--- config.mk ---
export PLATFORM = sky130hd
export DESIGN_NAME = vdp_host_port_master
export DESIGN_NICKNAME = d
export VERILOG_FILES = /design/src/rtl/vdp_host_port_master.sv
export SDC_FILE = /design/constraint.sdc
export NUM_CORES = 1
export LEC_CHECK = 0
export BUFFER_PORTS_ARGS = -buffer_cell sky130_fd_sc_hd__buf_2
export CORE_ASPECT_RATIO = 0.7
export CORE_MARGIN = 2
export CORE_UTILIZATION = 53
export DETAILED_ROUTE_END_ITERATION = 8
export PLACE_DENSITY_LB_ADDON = 0.12
export SLEW_MARGIN = 15
export SYNTH_ARGS = -nofsm -noshare
export SYNTH_HDL_FRONTEND = slang
export SYNTH_SLANG_ARGS = --single-unit
--- constraint.sdc ---
create_clock -name clk -period 2.81 [get_ports clk]
set_clock_uncertainty 0.1 [all_clocks]
set_input_delay 0.281 -clock clk [delete_from_list [all_inputs] [get_ports clk]]
set_output_delay 0.281 -clock clk [all_outputs]
set_load 0.01 [all_outputs]
--- src/rtl/vdp_host_port_master.sv ---
// vdp_host_port_master: timed csr_n/csw_n strobe master for the TMS9918 CPU port; VDP_HOST_INT_ACK_EN adds automatic status reads on vdp_int_n
module vdp_host_port_master #(
  parameter int STROBE_CYCLES   = 8,
  parameter int RECOVERY_CYCLES = 8
) (
  input  logic        clk,
  input  logic        reset_n,
  input  logic        req_valid,
  output logic        req_ready,
  input  logic [2:0]  req_op,
  input  logic [13:0] req_addr,
  input  logic [7:0]  req_data,
  output logic        rsp_valid,
  output logic [7:0]  rsp_data,
  output logic        vdp_csr_n,
  output logic        vdp_csw_n,
  output logic        vdp_mode,
  output logic [7:0]  vdp_cd_o,
  input  logic [7:0]  vdp_cd_i
`ifdef VDP_HOST_INT_ACK_EN
  ,
  input  logic        vdp_int_n,
  output logic [7:0]  int_status,
  output logic        int_valid
`endif
);
  typedef enum logic [1:0] {IDLE, SETUP, STROBE, RECOVER} state_t;
  state_t state, state_nx;
  logic [2:0]  op_q, sel_op;
  logic [13:0] addr_q, sel_addr;
  logic [7:0]  data_q, sel_data, cnt;
  logic        second, intop, start, start_int, int_pend, int_pend_nx;

  function automatic logic is_read(input logic [2:0] op);
    return op == 3'd1 || op == 3'd5;
  endfunction

  function automatic logic two_byte(input logic [2:0] op);
    return op == 3'd2 || op == 3'd3 || op == 3'd4;
  endfunction

  function automatic logic [7:0] byte_of(input logic [2:0] op, input logic [13:0] a, input logic [7:0] d, input logic sec);
    return !sec ? ((op == 3'd2 || op == 3'd3) ? a[7:0] : (op == 3'd0 || op == 3'd4) ? d : 8'h00)
         : (op == 3'd2) ? {2'b01, a[13:8]} : (op == 3'd3) ? {2'b00, a[13:8]} : {5'b10000, a[2:0]};
  endfunction

`ifdef VDP_HOST_INT_ACK_EN
  logic [2:0] int_sync;
  assign int_pend_nx = (int_sync[2] & ~int_sync[1]) | (int_pend & ~start_int);
  always_ff @(posedge clk) begin
    if (!reset_n) begin
      int_sync <= 3'b111;
      int_pend <= 1'b0;
    end else begin
      int_sync <= {int_sync[1:0], vdp_int_n};
      int_pend <= int_pend_nx;
    end
  end
`else
  assign int_pend    = 1'b0;
  assign int_pend_nx = 1'b0;
`endif

  // In IDLE the incoming request (or the pending status read) selects the first byte
  always_comb begin
    start_int = state == IDLE && int_pend;
    start     = state == IDLE && (int_pend || (req_valid && req_ready));
    sel_op    = start_int ? 3'd5 : (state == IDLE) ? req_op : op_q;
    sel_addr  = (state == IDLE) ? req_addr : addr_q;
    sel_data  = (state == IDLE) ? req_data : data_q;
    state_nx  = state;
    case (state)
      IDLE:    state_nx = (start && sel_op <= 3'd5) ? SETUP : IDLE;
      SETUP:   state_nx = STROBE;
      STROBE:  state_nx = (cnt == 8'd0) ? RECOVER : STROBE;
      RECOVER: state_nx = (cnt != 8'd0) ? RECOVER : (two_byte(op_q) && !second) ? SETUP : IDLE;
      default: state_nx = IDLE;
    endcase
  end

  always_ff @(posedge clk) begin
    if (!reset_n) begin
      state     <= IDLE;
      req_ready <= 1'b0;
      rsp_valid <= 1'b0;
      rsp_data  <= 8'h00;
      vdp_csr_n <= 1'b1;
      vdp_csw_n <= 1'b1;
      vdp_mode  <= 1'b0;
      vdp_cd_o  <= 8'h00;
      cnt       <= 8'd0;
      op_q      <= 3'd0;
      addr_q    <= 14'd0;
      data_q    <= 8'h00;
      second    <= 1'b0;
      intop     <= 1'b0;
`ifdef VDP_HOST_INT_ACK_EN
      int_status <= 8'h00;
      int_valid  <= 1'b0;
`endif
    end else begin
      state     <= state_nx;
      req_ready <= state_nx == IDLE && !int_pend_nx;
      rsp_valid <= 1'b0;
      vdp_csr_n <= !(state_nx == STROBE && is_read(sel_op));
      vdp_csw_n <= !(state_nx == STROBE && !is_read(sel_op));
      cnt       <= (state == SETUP) ? 8'(STROBE_CYCLES - 1) : (state == STROBE && cnt == 8'd0) ? 8'(RECOVERY_CYCLES - 1) : (cnt != 8'd0) ? cnt - 8'd1 : cnt;
      if (start) begin
        op_q   <= sel_op;
        addr_q <= req_addr;
        data_q <= req_data;
        intop  <= start_int;
      end
      if (state_nx == SETUP) begin
        vdp_mode <= sel_op >= 3'd2;
        vdp_cd_o <= byte_of(sel_op, sel_addr, sel_data, state == RECOVER);
        second   <= state == RECOVER;
      end
`ifdef VDP_HOST_INT_ACK_EN
      int_valid <= 1'b0;
      if (state == STROBE && cnt == 8'd0 && is_read(op_q) && intop) begin
        int_status <= vdp_cd_i;
        int_valid  <= 1'b1;
      end
`endif
      if (state == STROBE && cnt == 8'd0 && is_read(op_q) && !intop) begin
        rsp_data  <= vdp_cd_i;
        rsp_valid <= 1'b1;
      end
    end
  end
endmodule

==> results.md <==
- Internal power: 1.72 mW
- Syn nets: about 360
- Antenna cells: 0
- Xor-xnor portion of the synthesized cell area: 0.0141
- Critical Path End Type: flip-flop
- Area growth from synthesis to layout: 22.0%
- Setup TNS: 0 ns
- Die area: ~5300 um2
- Fill count: about 400
- H-tree level count: 3
- Top sig layer: met4
- Reg2reg end: rsp_data[5]
- Final Setup Violations: 0
- Hpwl dp: 4.08 mm
- Die H: 61.3 um
- Worst hold endpoint: rsp_data[0]
- Slew HR: 0.495
- Worst path arrival time: about 2.5 ns
- Dominant combinational cell family by area after synthesis: simple AND/OR/NAND/NOR gates
- Initial antenna violation count: 0
- Worst-skew pair later-pin latency: 0.33 ns
- Post-synthesis mux area share: 0.0402
- Utilization after layout: 0.685
- Synth unique cells: 39
- Hold Crit Start: vdp_cd_i[0]
- Sequential share of power: 0.397
- Hold Crit Class: input pin to flip-flop
- Reg-to-Reg Start: cnt[3]
- R2R cell count: 5
- Final #Nets: around 400
- Failing checks: DRC
- Global-route wire length before repair: 9.49 mm
- Met3 wire length: approximately 500 um
- Crit path kind: flip-flop to flip-flop
- Pre-antenna DRT Iters: 7
- Worst hold path depth: 3
- Routability cong.: 0.810
- CTS tree: yes
- Mapped Area: 2490 um2
- Fraction of layout cells with a size suffix above 1: 0.214
- Grt ovf: 0
- DRT Wirelength: 6.04 mm
- Sw Ratio: 0.296
- Number of synthesized flops with an enable pin: 0
- Synth area leader: dfxtp_1
- Register area share after synthesis: 0.459
- Synth warn: 0
- Outcome: finished with violations
- Io pins: 57
- Clk pwr share: 0.381
- Worst vdd ir: roughly 0.65 mV
- CTS Buf Count: 9
- Async SR Flop Fraction: 0
- Tot Pwr: around 2.4 mW
- Final hold vios: 0
- Residual DRC: 7
- Min Clock Period, post-route: roughly 2.4 ns
- Cell Area, Placed: around 2800 um2
- CP max-delay cell: or4_1
- Final worst slack: around 0.45 ns
- Req. time, crit path: 2.93 ns
- Crit-path max FO: 9
- Synth Area in Simple Gates: 0.252
- RSZ-0062 raised after global routing: no
- Cell Pwr Density: roughly 810 nW/um2
- Mean Syn Cell Area: 7.75 um2
- Vias in the first global route: 1957
- Via count: around 2300
- Post-Syn Instances: 321
- Routed met1 length: roughly 3.0 mm
- Most used DFF post-synth: dfxtp_1
- Final worst-path cycle share: 0.839
- Register bit total from synthesis: 57
- Clock tree sinks: 57
- Final ANT Viol Nets: 0
- Starting density of the core: 0.562
- Critical-path cell list: or4_1 > or3_1 > or3_4 > mux2i_1 > nor2_1
- Finished layout cell area: just over 3000 um2
- NetSw: ~0.72 mW
- Met2 Wirelength: between 2 and 2.5 mm
- Share of the synthesized area in the top cell type: 0.459
- Input/output buffers: 56
- Clk slew on worst S/H paths: ~0.070 ns
- Gr usage total: 0.242
- CTS Hold Buffers Added: 0
- Worst-margin pin slew: between 0.7 and 0.8 ns
- Max_cap viols: 0
- Startpoint Class: flip-flop
- Place WS: roughly 0.48 ns
- Synth area leaders: dfxtp_1 46%, nand2_1 14%, a21oi_1 11%
- CTS root buffer: clkbuf_8
- Cell Rows: 20
- Largest stage delay on the critical path: 0.56 ns
- Max Fclk: approximately 420 MHz
- Logic pwr share: 0.222
- Die Wd: 85.9 um
- DRT iter0 DRCs: 181
- Longest Clk Path Bufs: 2
- Routed vias/inst: between 5 and 6
- Wirelength per Cell: ~14 um
- Post-synthesis adder-cell area fraction: 0.00503
- Resized cells post-CTS: 0
- R2R Setup Slk: between 0.4 and 0.5 ns
- Setup Buffers After CTS: 0
- Largest net degree at the start of global routing: 27
- Compound-Gate Fraction of Synth Area: 0.186
- Leakage: roughly 1.3 nW
- Count of final max-slew check failures: 0
- Core box area: around 4400 um2
[through the flow]
stage	hold slack [ns]	std cells
floorplan	0.317	321
global placement	0.341	417
detailed placement	0.346	417
CTS	0.0635	433
global route	0.0552	433
finish	0.0742	433
[sequential cells by signal, indices dropped and copies added, names as in the netlist]
register	count
cnt	8
state	2
op_q	3
vdp_csw_n	1
rsp_data	8
rsp_valid	1
second	1
vdp_csr_n	1
req_ready	1
vdp_cd_o	8
data_q	8
addr_q	14
vdp_mode	1
[cell families after synthesis]
| family | count (synthesis) |
|---|---|
| compound gates | 82 |
| flops | 57 |
| buf+inv | 23 |
| xor+xnor | 4 |
| fa+ha+maj | 1 |
| simple gates | 144 |
| mux | 10 |
[power by group through the flow]
stage	Combinational, mW	Sequential, mW	Clock (mW)
6_report	0.543	0.971	0.931
5_1_grt	0.618	0.983	0.996
4_1_cts	0.540	0.968	0.949
3_5_place_dp	0.527	0.981	0
3_3_place_gp	0.526	0.981	0
2_1_floorplan	0.417	0.966	0
[area by class of cell]
cell class	count	area, um2	share of cell area
Clock buffer	11	141	0.0466
Clock inverter	5	103	0.0338
Inverter	3	11.3	0.00371
Multi-Input combinational cell	241	1250	0.412
Sequential cell	57	1140	0.376
Tap cell	55	68.8	0.0227
Timing Repair Buffer	61	318	0.105
[layer usage]
| metal | global-route usage | vias up |
|---|---|---|
| met3 | 0.0858 | 8 |
| met2 | 0.327 | 96 |
| li1 | - | 1196 |
| met1 | 0.350 | 1041 |
| met4 | 0.102 | 0 |
| met5 | 0 | - |
[synth_stat cells, drive strengths merged (2+ instances only)]
library cell   n
a211oi         6
a21oi         56
buf            6
clkbuf        14
dfxtp         57
inv            3
mux2i         10
nand2         91
nand2b         7
nand3          4
nor2          22
nor2b          2
nor3           6
nor4           2
o21ai         12
or3            2
xnor2          2
xor2           2
[worst max path at each step]
stage,to,from,cells after the start
after detailed placement,rsp_data[4],cnt[3],5
final,rsp_data[5],cnt[3],5
after CTS,rsp_data[5],cnt[3],5
after global routing,rsp_data[5],cnt[3],5
after floorplan,rsp_data[0],cnt[3],7
after global placement,vdp_mode,cnt[3],6
[cells in the final DEF (no fill, tap or decap), types with 2 or more instances in the layout]
| cell type | count |
|---|---|
| a211oi_1 | 6 |
| a21oi_1 | 56 |
| buf_2 | 56 |
| buf_4 | 5 |
| bufinv_16 | 3 |
| clkbuf_8 | 10 |
| dfxtp_1 | 57 |
| inv_1 | 3 |
| mux2i_1 | 10 |
| nand2_1 | 91 |
| nand2b_1 | 7 |
| nand3_1 | 4 |
| nor2_1 | 22 |
| nor2b_1 | 2 |
| nor3_1 | 6 |
| nor4_1 | 2 |
| o21ai_0 | 11 |
| xnor2_1 | 2 |
| xor2_1 | 2 |
[critical path: cells and delay by family (launching register included)]
kind | cells | cell delay, ns
DFF | 1 | 0.36
muxes | 1 | 0.19
and+or+nand+nor | 4 | 1.60
No activity file was read; power rests on OpenSTA's default activity.
